File: src/rtl/baud_pkg.sv
// Shared constants, config-source select type and width helper for the
// fractional baud-rate generator.
package baud_pkg;

  localparam int unsigned DIV_MIN     = 2;
  localparam int unsigned DEF_DIV_W   = 8;
  localparam int unsigned DEF_FRAC_W  = 4;
  localparam int unsigned DEF_OVS     = 16;
  localparam int unsigned DEF_DIVISOR = 163;

  // Source of the active divisor/fraction on the next edge.
  typedef enum logic [1:0] {
    CFG_HOLD   = 2'd0,
    CFG_SHADOW = 2'd1,
    CFG_DIRECT = 2'd2
  } cfg_sel_e;

  function automatic int unsigned clog2(input int unsigned value);
    int unsigned result;
    result = 0;
    for (int unsigned i = 0; i < 32; i++) begin
      if ((64'd1 << i) < 64'(value)) result = i + 1;
    end
    return result;
  endfunction

endpackage

File: src/rtl/mod_n_counter.sv
// Modulo-N counter with a runtime limit: counts 0..limit-1 on each advance,
// pulses wrap on the advance that returns it to 0.
module mod_n_counter #(
  parameter int unsigned W = 8
) (
  input  logic         clk,
  input  logic         reset_n,
  input  logic         clr,
  input  logic         adv,
  input  logic [W:0]   limit,
  output logic [W-1:0] count,
  output logic         wrap
);

  logic [W:0] last;

  // limit is one bit wider so a full 2**W period still has a reachable last value
  assign last = limit - (W+1)'(1);
  assign wrap = adv && ({1'b0, count} == last);

  always_ff @(posedge clk or negedge reset_n) begin
    if (!reset_n) begin
      count <= '0;
    end else if (clr) begin
      count <= '0;
    end else if (adv) begin
      count <= wrap ? '0 : count + W'(1);
    end
  end

endmodule

File: src/rtl/baud_rate_gen_frac.sv
// Programmable baud-rate generator with fractional divisor, shadowed config
// applied at period boundaries, oversample tick and derived bit tick.
module baud_rate_gen_frac
  import baud_pkg::*;
#(
  parameter int unsigned DIV_W   = DEF_DIV_W,
  parameter int unsigned FRAC_W  = DEF_FRAC_W,
  parameter int unsigned OVS     = DEF_OVS,
  parameter int unsigned DEF_DIV = DEF_DIVISOR
) (
  input  logic                  clk,
  input  logic                  reset_n,
  input  logic                  en,
  input  logic                  cfg_load,
  input  logic [DIV_W-1:0]      cfg_div,
  input  logic [FRAC_W-1:0]     cfg_frac,
  output logic                  cfg_pending,
  output logic                  cfg_err,
  output logic                  tick,
  output logic                  bit_tick,
  output logic [DIV_W-1:0]      q,
  output logic [clog2(OVS)-1:0] ovs_q
);

  localparam int unsigned    OVS_W   = clog2(OVS);
  localparam logic [OVS_W:0] OVS_LIM = (OVS_W+1)'(OVS);

  logic [DIV_W-1:0]  div_act;
  logic [FRAC_W-1:0] frac_act;
  logic [DIV_W-1:0]  div_shd;
  logic [FRAC_W-1:0] frac_shd;
  logic [FRAC_W-1:0] acc;
  logic [DIV_W:0]    lim;
  logic [FRAC_W:0]   acc_sum;
  logic [DIV_W-1:0]  div_new;
  logic              load_bad;
  logic              upd;
  cfg_sel_e          sel;
  logic [DIV_W-1:0]  sel_div;
  logic [FRAC_W-1:0] sel_frac;

  assign load_bad = cfg_div < DIV_W'(DIV_MIN);
  assign div_new  = load_bad ? DIV_W'(DIV_MIN) : cfg_div;
  assign upd      = tick || !en;
  assign acc_sum  = {1'b0, acc} + {1'b0, frac_act};

  // A load landing on an update point bypasses the shadow registers.
  always_comb begin
    sel = CFG_HOLD;
    if (upd && cfg_load) begin
      sel = CFG_DIRECT;
    end else if (upd && cfg_pending) begin
      sel = CFG_SHADOW;
    end
  end

  always_comb begin
    sel_div  = div_shd;
    sel_frac = frac_shd;
    if (sel == CFG_DIRECT) begin
      sel_div  = div_new;
      sel_frac = cfg_frac;
    end
  end

  always_ff @(posedge clk or negedge reset_n) begin
    if (!reset_n) begin
      div_shd     <= DIV_W'(DEF_DIV);
      frac_shd    <= '0;
      cfg_pending <= 1'b0;
      cfg_err     <= 1'b0;
    end else begin
      if (cfg_load) begin
        cfg_err <= load_bad;
      end
      if (sel != CFG_HOLD) begin
        cfg_pending <= 1'b0;
      end else if (cfg_load) begin
        div_shd     <= div_new;
        frac_shd    <= cfg_frac;
        cfg_pending <= 1'b1;
      end
    end
  end

  // lim is DIV_W+1 bits so a carry on the largest divisor yields 2**DIV_W.
  always_ff @(posedge clk or negedge reset_n) begin
    if (!reset_n) begin
      div_act  <= DIV_W'(DEF_DIV);
      frac_act <= '0;
      acc      <= '0;
      lim      <= (DIV_W+1)'(DEF_DIV);
    end else if (sel != CFG_HOLD) begin
      div_act  <= sel_div;
      frac_act <= sel_frac;
      acc      <= '0;
      lim      <= {1'b0, sel_div};
    end else if (!en) begin
      acc <= '0;
      lim <= {1'b0, div_act};
    end else if (tick) begin
      acc <= acc_sum[FRAC_W-1:0];
      lim <= {1'b0, div_act} + (DIV_W+1)'(acc_sum[FRAC_W]);
    end
  end

  mod_n_counter #(.W(DIV_W)) u_main (
    .clk     (clk),
    .reset_n (reset_n),
    .clr     (!en),
    .adv     (en),
    .limit   (lim),
    .count   (q),
    .wrap    (tick)
  );

  mod_n_counter #(.W(OVS_W)) u_ovs (
    .clk     (clk),
    .reset_n (reset_n),
    .clr     (!en),
    .adv     (tick),
    .limit   (OVS_LIM),
    .count   (ovs_q),
    .wrap    (bit_tick)
  );

endmodule

File: config.mk
export PLATFORM = sky130hd
export DESIGN_NAME = baud_rate_gen_frac
export DESIGN_NICKNAME = d
export VERILOG_FILES = /design/src/rtl/baud_pkg.sv /design/src/rtl/mod_n_counter.sv /design/src/rtl/baud_rate_gen_frac.sv
export SDC_FILE = /design/constraint.sdc
export NUM_CORES = 1
export LEC_CHECK = 0
export ABC_AREA = 1
export BUFFER_PORTS_ARGS = -buffer_cell sky130_fd_sc_hd__buf_4
export CAP_MARGIN = 40
export CORE_MARGIN = 5
export CORE_UTILIZATION = 40
export CTS_BUF_LIST = sky130_fd_sc_hd__clkbuf_4 sky130_fd_sc_hd__clkbuf_8
export DETAILED_ROUTE_END_ITERATION = 10
export SLEW_MARGIN = 10
export SYNTH_ARGS = -nofsm -noshare
export SYNTH_HDL_FRONTEND = slang
export SYNTH_SLANG_ARGS = --single-unit
File: constraint.sdc
create_clock -name clk -period 4.6 [get_ports clk]
set_input_delay 0.23 -clock clk [delete_from_list [all_inputs] [get_ports clk]]
set_output_delay 0.23 -clock clk [all_outputs]
set_load 0.01 [all_outputs]
==> results of run 1 <==
==> worst max-delay path by stage <==
stage                     depth (start not counted)  slack [ps]          to   start
after global placement                           15        2130  div_shd[7]  lim[0]
after floorplan                                  11        2440    bit_tick  lim[0]
final                                            12        1850    bit_tick  lim[0]
after CTS                                        12        1810    bit_tick  lim[0]
after global routing                             14        1540    bit_tick  lim[0]
after detailed placement                         13        2030  div_shd[7]  lim[0]
==> worst max-delay path: cells and delay by family, from the launching register on <==
| kind | cells | cell delay, ps |
|---|---|---|
| adders and majority gates | 1 | 320 |
| xor gates and xnor gates | 1 | 140 |
| buffers and inverters | 3 | 310 |
| and+or+nand+nor | 7 | 910 |
| DFF | 1 | 550 |
==> power groups by stage <==
stage | logic, mW | clock network [mW] | registers, mW
floorplan | 0.153 | 0 | 0.546
global placement | 0.204 | 0 | 0.554
detailed placement | 0.210 | 0 | 0.554
CTS | 0.211 | 0.284 | 0.546
global route | 0.245 | 0.309 | 0.554
finish | 0.208 | 0.271 | 0.546
==> cell usage in the layout (no fill, tap or decap), types with 2 or more instances in the layout <==
master	count
a21oi_1	30
a22o_1	2
buf_4	32
clkbuf_8	6
dfrtp_1	39
dfstp_2	12
ha_1	9
inv_1	47
inv_2	2
nand2_1	89
nand2_4	3
nand3_1	18
nand4_1	4
nor2_1	51
nor2_2	5
nor3_1	3
nor4_1	2
o21ai_0	26
o21ai_1	4
o21bai_1	2
xnor2_1	4
xor2_1	7
==> cell families after synthesis <==
family	count (synthesis)	synth area share
simple gates	180	0.267
fa+ha+maj	10	0.0461
compound gates	66	0.120
buf+inv	59	0.0847
xor+xnor	11	0.0335
flops	51	0.449
==> state kept, by name, summed over array words and instances (netlist names) <==
register	count
lim	9
div_act	8
div_shd	8
u_main.count	8
acc	4
frac_act	4
frac_shd	4
u_ovs.count	4
cfg_err	1
cfg_pending	1
==> per-layer routing <==
| metal | wire, µm | global-route usage |
|---|---|---|
| met1 | 2990 | 0.199 |
| met2 | 2710 | 0.251 |
| met3 | 251 | 0.0287 |
| met4 | 74 | 0.0457 |
| met5 | 0 | 0 |
==> per-stage QoR <==
stage               setup slack, ps  area, µm²  utilization
floorplan                      2440       2880            -
global placement               2130       3180        0.446
detailed placement             2030       3180        0.446
CTS                            1810       3290        0.461
global route                   1540       3290        0.461
finish                         1850       3290        0.461
==> area by class of cell <==
type / instances / area [µm²]
Fill cell: 757 / 3850
Multi-Input combinational cell: 267 / 1340
Timing Repair Buffer: 33 / 250
Sequential cell: 51 / 1290
Clock inverter: 1 / 5.00
Clock buffer: 7 / 90.1
Tap cell: 99 / 124
Inverter: 49 / 184
==> repair_timing <==
item / 4_1_cts / 5_1_grt
hold buffers: 1 / 0
endpoints found under the hold margin: 39 / 0
setup endpoints to repair: 0 / 0
==> qor.csv, run 1 <==
metric;value;unit
status;finished, final reports clean;
intPower;0.714;mW
die_area;0.00899;mm²
crit_fanout;8;
io_buffers;31;
areaGrowthSynthToFinish;14.2;%
grt_pass1_vias;2336;
max_freq;0.364;GHz
hold_path_class;input port to flip-flop;
critPathKind;flip-flop to output pin;
cts_repair_resize_count;0;
synth_cells;377;
globalRouteTotalUtil;0.151;
pin_count;32;
numClockSinks;51;
p_leak;1.67;nW
ant_nets;0;
clk_pin_slew_worst_paths;100;ps
die_w;94.8;µm
hp-start;cfg_div[0];
cp-start-kind;flip-flop;
overflow;0;
p_sw_frac;0.303;
cts_made_buffers;5;
peakVddDrop;0.000178;V
min_to;div_shd[0];
gp_congestion;0.787;
setup_tns;0;ps
p_comb_frac;0.203;
cts-htree-levels;2;
grt_pass1_wl;10.7;mm
initial_core_util;0.403;
route.detailed.drc;0;
drt_iter0_drc;90;
worst_pin_slew;646;ps
period_share;0.598;
regToRegEndpoint;div_shd[7];
grt_max_degree;52;
power;1.02;mW
powerDensity;312;mW/mm²
pwr-share-seq;0.533;
yosysSeqAreaShare;0.449;
antenna_found_initial;0;
avgRoutedWirePerCell;11.9;µm
placed_cells;498;
cp_data_required_time;4370;ps
yosysTopAreaCell;dfrtp_1;
die_h;94.8;µm
synthFlopType;dfrtp_1;
cts_buffer_depth;2;
n_antenna_cell;0;
worstHoldPathCells;3;
drive_above_1_share;0.157;
num_rows;31;
setup_violations;0;
r2r-start;lim[0];
r2r_slack;2030;ps
clk_latency;300;ps
ys_top_cells_by_count;nand2_1, nor2_1, inv_1, dfrtp_1, a21oi_1;
skew;11.3;ps
fin_nets;433;
syn_area_per_cell;7.64;µm²
max_stage_delay;550;ps
cp_common_cell;nor2_1;
synth_top_area_frac;0.339;
ys_warn_count;0;
slew_viol_final;0;
post-route-min-period;2750;ps
synth.distinct_cells;32;
clkPwrFrac;0.264;
crit_slowest_cell;dfstp_2;
async_flop_share;1.00;
via_per_inst;4.68;
switchingPower;0.311;mW
worstRegToRegCells;13;
coreArea;0.00714;mm²
num_vias;2375;
yosys_register_bits;51;
crit_chain;inv_1, ha_1, xor2_1, nand2_1, nor2_1, nand2_1, nor2_1, nand3_2, nor2_2, inv_1, nor2_1, buf_4;
syn_nets;403;
cp-end-kind;output pin;
rsz0062_at_grt;false;
arrival;2520;ps
synth_edf_count;0;
finalHoldViolCount;0;
wl;6.03;mm
dr.pass1.iters;5;
tritoncts;built;
layout.cells.non_filler;507;
cts_setup_buffers;0;
syn_area;0.00288;mm²
max-cap-violations;0;
dp_hpwl;4.47;mm
timing.hold.ws;178;ps
clock-root-buffer;clkbuf_8;
max_slew_margin;0.569;
synth.most_common_cell;nand2_1;
yosys-top-cells-area;dfrtp_1, nand2_1, dfstp_2;
(Power assumes the default switching activity.)
==> inputs of run 2 (changes only) <==
==> constraint.sdc (replaced) <==
create_clock -name clk -period 2.5 [get_ports clk]
set_input_delay 0.125 -clock clk [delete_from_list [all_inputs] [get_ports clk]]
set_output_delay 0.125 -clock clk [all_outputs]
set_load 0.01 [all_outputs]
==> qor.csv, run 2 (synthesis gave the netlist of run 1 again) <==
metric;value;unit;change
coreArea;0.00714;mm²;unchanged
r2r_slack;180;ps;was 2030 ps
maxUsedRoutingLayer;met4;;unchanged
cp_data_required_time;2380;ps;was 4370 ps
pin_count;32;;unchanged
overflow;0;;unchanged
drt-met1-wl;3.12;mm;was 2.99 mm
max-cap-violations;0;;unchanged
die_h;94.8;µm;unchanged
most-common-layout-cells;nand2_1, nor2_1, inv_1;;unchanged
numClockSinks;51;;unchanged
globalRouteTotalUtil;0.153;;was 0.151
arrival;2230;ps;was 2520 ps
cp-start-kind;flip-flop;;unchanged
cts_made_buffers;5;;unchanged
route.detailed.drc;0;;unchanged
num_vias;2423;;was 2375
cts-htree-levels;2;;unchanged
fill_cells;737;;was 757
die_area;0.00899;mm²;unchanged
dp_hpwl;4.42;mm;was 4.47 mm
drt_iter0_drc;157;;was 90
cts_buffer_depth;2;;unchanged
antenna_found_initial;0;;unchanged
met2_length;2.91;mm;was 2.71 mm
status;finished, final reports clean;;unchanged
crit_fanout;3;;was 8
cp-end-kind;output pin;;unchanged
gp_congestion;0.816;;was 0.787
die_w;94.8;µm;unchanged
ant_nets;0;;unchanged
fin_nets;438;;was 433
wl;6.25;mm;was 6.03 mm
dr.pass1.iters;4;;was 5
drive_above_1_share;0.186;;was 0.157
clock-root-buffer;clkbuf_8;;unchanged
largest_register_ffs;9;;unchanged
layout.cells.non_filler;512;;was 507
peakVddDrop;0.000286;V;was 0.000178 V
slew_viol_final;0;;unchanged
io_buffers;31;;unchanged
grt_max_degree;52;;unchanged
initial_core_util;0.403;;unchanged
p_leak;1.70;nW;was 1.67 nW
grt_pass1_wl;10.9;mm;was 10.7 mm
layout_commonest_cell;nand2_1;;unchanged
areaGrowthSynthToFinish;17.7;%;was 14.2%
power;1.99;mW;was 1.02 mW
skew;9.73;ps;was 11.3 ps
met3_length;199;µm;was 251 µm
n_antenna_cell;0;;unchanged
powerDensity;588;mW/mm²;was 312 mW/mm²
worst_pin_slew;637;ps;was 646 ps
avgRoutedWirePerCell;12.2;µm;was 11.9 µm
period_share;0.942;;
finalHoldViolCount;0;;unchanged
num_rows;31;;unchanged
via_per_inst;4.73;;was 4.68
hold_path_class;input port to flip-flop;;unchanged
max_slew_margin;0.576;;was 0.569
tritoncts;built;;unchanged
placed_cells;500;;was 498
setup_violations;0;;unchanged
clk_latency;310;ps;was 300 ps
critPathKind;flip-flop to output pin;;unchanged
largest-register;lim;;unchanged
post-route-min-period;2360;ps;
max_freq;0.425;GHz;
clk_pin_slew_worst_paths;100;ps;about the same
grt_pass1_vias;2362;;was 2336
==> run 2: cell count changes in the layout (fill, tap and decap cells not counted), moves of 2 or more <==
cell	before	now
buf_4	32	37
nor2_1	51	48
nor2_4	0	2
inv_1	47	44
inv_2	2	4
==> run 2: path summary, 6_finish.rpt <==
check                      cells past startpoint           to       start
max reg2reg                                   13  frac_shd[0]      lim[1]
min reg2reg                                    2   div_shd[7]  div_shd[7]
max                                           12     bit_tick      lim[1]
min                                            3   div_shd[0]  cfg_div[0]
max in group asynchronous                      2   div_act[3]     reset_n
min in group asynchronous                      2  cfg_pending     reset_n
==> run 2: worst max-delay path: stages (launching register included) <==
cell and delay [ps]:
dfstp_2 560, inv_1 70, ha_4 260, xor2_1 150, nand2_1 80, nor2_2 80
nand2_1 60, nor2_2 110, nand3_2 150, nor2_4 140, inv_2 60, nor2_4 90
buf_4 120
==> run 2: what timing repair did <==
item                       CTS  global route
setup endpoints to repair    2            33
hold buffers                 1             0
pin swaps                    1             6
hold endpoints to repair    39             0
buffers inserted             1             2
gates resized for setup      2            11
==> run 2: layout make-up <==
| cell class | count | area (µm²) | area share |
|---|---|---|---|
| flip-flops and latches | 51 | 1290 | 0.381 |
| multi-input cells | 267 | 1390 | 0.409 |
| repair buffers | 38 | 288 | 0.0849 |
| clock buffers | 5 | 68.8 | 0.0203 |
| clock inverters | 3 | 43.8 | 0.0129 |
| inverters | 49 | 186 | 0.0550 |
| well taps | 99 | 124 | 0.0365 |
==> run 2: where the power goes <==
| group | switching, mW | internal, mW |
|---|---|---|
| clock | 0.282 | 0.298 |
| combinational | 0.248 | 0.162 |
| sequential | 0.0729 | 0.931 |
| total | 0.602 | 1.39 |
==> run 2: metrics by stage <==
step	hold WS [ps]	instance area, µm²	util	worst slack (ps)	TNS (ps)
after floorplan	-171	2880	-	345	0
after global placement	202	3200	0.448	122	0
after global routing	62.9	3390	0.475	-40.4	-83.5
after CTS	53.3	3340	0.467	12.0	0
after detailed placement	202	3200	0.448	68.8	0
final	55.9	3390	0.475	145	0
==> run 2: routing by layer <==
layer / GRT usage / vias up
met4: 0.0337 / 0
met5: 0 / -
met1: 0.201 / 1117
li1: - / 1274
met2: 0.261 / 30
met3: 0.0295 / 2
==> inputs of run 3 (changes only) <==
--- a/config.mk
+++ b/config.mk
@@ -8,6 +8,7 @@
 export ABC_AREA = 1
 export BUFFER_PORTS_ARGS = -buffer_cell sky130_fd_sc_hd__buf_4
 export CAP_MARGIN = 40
+export CORE_ASPECT_RATIO = 1.75
 export CORE_MARGIN = 5
 export CORE_UTILIZATION = 40
 export CTS_BUF_LIST = sky130_fd_sc_hd__clkbuf_4 sky130_fd_sc_hd__clkbuf_8
==> qor.csv, run 3 (synthesis gave the netlist of run 1 again) <==
metric;value;unit;change
status;finished, final reports clean;;unchanged
cts-htree-levels;2;;unchanged
fin_nets;439;;was 438
gp_congestion;0.844;;was 0.816
timing.hold.ws;57.9;ps;was 55.9 ps
period_share;0.937;;was 0.942
drive_above_1_share;0.184;;was 0.186
hold_path_class;input port to flip-flop;;unchanged
die_area;0.00906;mm²;was 0.00899 mm²
clock-root-buffer;clkbuf_8;;unchanged
largest_register_ffs;9;;unchanged
globalRouteTotalUtil;0.156;;was 0.153
crit_fanout;3;;unchanged
coreArea;0.00713;mm²;was 0.00714 mm²
place_ws;31.0;ps;was 68.8 ps
via_per_inst;4.92;;was 4.73
areaGrowthSynthToFinish;16.4;%;was 17.7%
route.detailed.drc;0;;unchanged
slew_viol_final;0;;unchanged
initial_core_util;0.404;;was 0.403
die_w;74.1;µm;was 94.8 µm
critPathKind;flip-flop to flip-flop;;was flip-flop to output pin
num_vias;2458;;was 2423
worstHoldPathCells;3;;unchanged
clk_latency;310;ps;about the same
finalInstanceArea;0.00335;mm²;was 0.00339 mm²
most-common-layout-cells;nand2_1, nor2_1, inv_1;;unchanged
worstRegToRegCells;11;;was 13
pin_count;32;;unchanged
cts_made_buffers;5;;unchanged
cts_buffer_depth;2;;unchanged
cp_data_required_time;2710;ps;was 2380 ps
io_buffers;31;;unchanged
wl;6.43;mm;was 6.25 mm
layout_commonest_cell;nand2_1;;unchanged
grt_pass1_vias;2395;;was 2362
finalHoldViolCount;0;;unchanged
max_slew_margin;0.559;;was 0.576
numClockSinks;51;;unchanged
die_h;122;µm;was 94.8 µm
peakVddDrop;0.000364;V;was 0.000286 V
arrival;2550;ps;was 2230 ps
clk_pin_slew_worst_paths;90;ps;was 100 ps
p_leak;1.69;nW;was 1.70 nW
max_freq;0.427;GHz;was 0.425 GHz
cp-start-kind;flip-flop;;unchanged
setup_violations;0;;unchanged
max-cap-violations;0;;unchanged
tritoncts;built;;unchanged
worst_pin_slew;662;ps;was 637 ps
skew;5.07;ps;was 9.73 ps
grt_pass1_wl;11.0;mm;was 10.9 mm
power;1.88;mW;was 1.99 mW
overflow;0;;unchanged
post-route-min-period;2340;ps;was 2360 ps
dp_hpwl;4.72;mm;was 4.42 mm
placed_cell_area;0.00318;mm²;was 0.00320 mm²
setup_slack;158;ps;was 145 ps
num_rows;41;;was 31
drt_iter0_drc;127;;was 157
final_core_util;0.470;;was 0.475
n_antenna_cell;0;;unchanged
ant_nets;0;;unchanged
powerDensity;562;mW/mm²;was 588 mW/mm²
cp-end-kind;flip-flop;;was output pin
dr.pass1.iters;4;;unchanged
avgRoutedWirePerCell;12.9;µm;was 12.2 µm
grt_max_degree;52;;unchanged
antenna_found_initial;0;;unchanged
largest-register;lim;;unchanged
run 3: cell types whose count changed in the layout (fill, tap and decap cells not counted), sizes merged:
cell / before / now
clkinv: 2 / 3
bufinv: 1 / 0
buf: 37 / 38
run 3: final cells by class:
cell class / count / area, µm²
clock buffer: 5 / 68.8
clock inverter: 3 / 15.0
fill: 714 / 3780
inverter: 49 / 184
multi-input combinational: 267 / 1390
sequential: 51 / 1290
tap: 86 / 108
timing repair buffer: 39 / 295
run 3: worst paths after layout:
path                        startpoint          end  slack (ps)
setup / recovery           frac_act[0]       lim[4]         160
hold / removal              cfg_div[0]   div_shd[0]          60
setup reg to reg           frac_act[0]       lim[4]         160
hold reg to reg             div_shd[1]   div_shd[1]         470
max in group asynchronous      reset_n   div_act[4]        1670
min in group asynchronous      reset_n  frac_shd[3]         370
run 3: worst max-delay path, cell delays in order (launching register included):
cell	delay [ps]
dfrtp_1	390
ha_1	230
fa_1	410
a21oi_1	150
o21bai_1	90
ha_1	210
ha_1	220
nand3_2	90
nor2_1	70
xor2_1	140
a21oi_1	150
a21oi_1	80
run 3: where the power goes:
part / switching, mW / internal (mW)
sequential: 0.0699 / 0.931
combinational: 0.250 / 0.162
clock: 0.279 / 0.192
total: 0.599 / 1.29
run 3: repair_timing:
| item | CTS | global route |
|---|---|---|
| endpoints found under the hold margin | 39 | 0 |
| setup endpoints to repair | 2 | 17 |
| buffers inserted | 3 | 1 |
| resized for setup | 5 | 5 |
| hold buffers | 1 | 0 |
| gates cloned | 0 | 0 |
| pin swaps | 6 | 5 |
run 3: metal layers:
metal,share of wire,wire [µm],GRT usage
met2,0.55,3500,0.288
met5,0,0,0
met1,0.39,2530,0.170
met3,0.034,218,0.0254
met4,0.027,174,0.0669
run 3: stage by stage:
| stage | instances | setup TNS [ps] |
|---|---|---|
| 2_1_floorplan | 377 | 0 |
| 3_3_place_gp | 487 | 0 |
| 3_5_place_dp | 487 | 0 |
| 4_1_cts | 499 | 0 |
| 5_1_grt | 500 | -13.7 |
| 6_report | 500 | 0 |
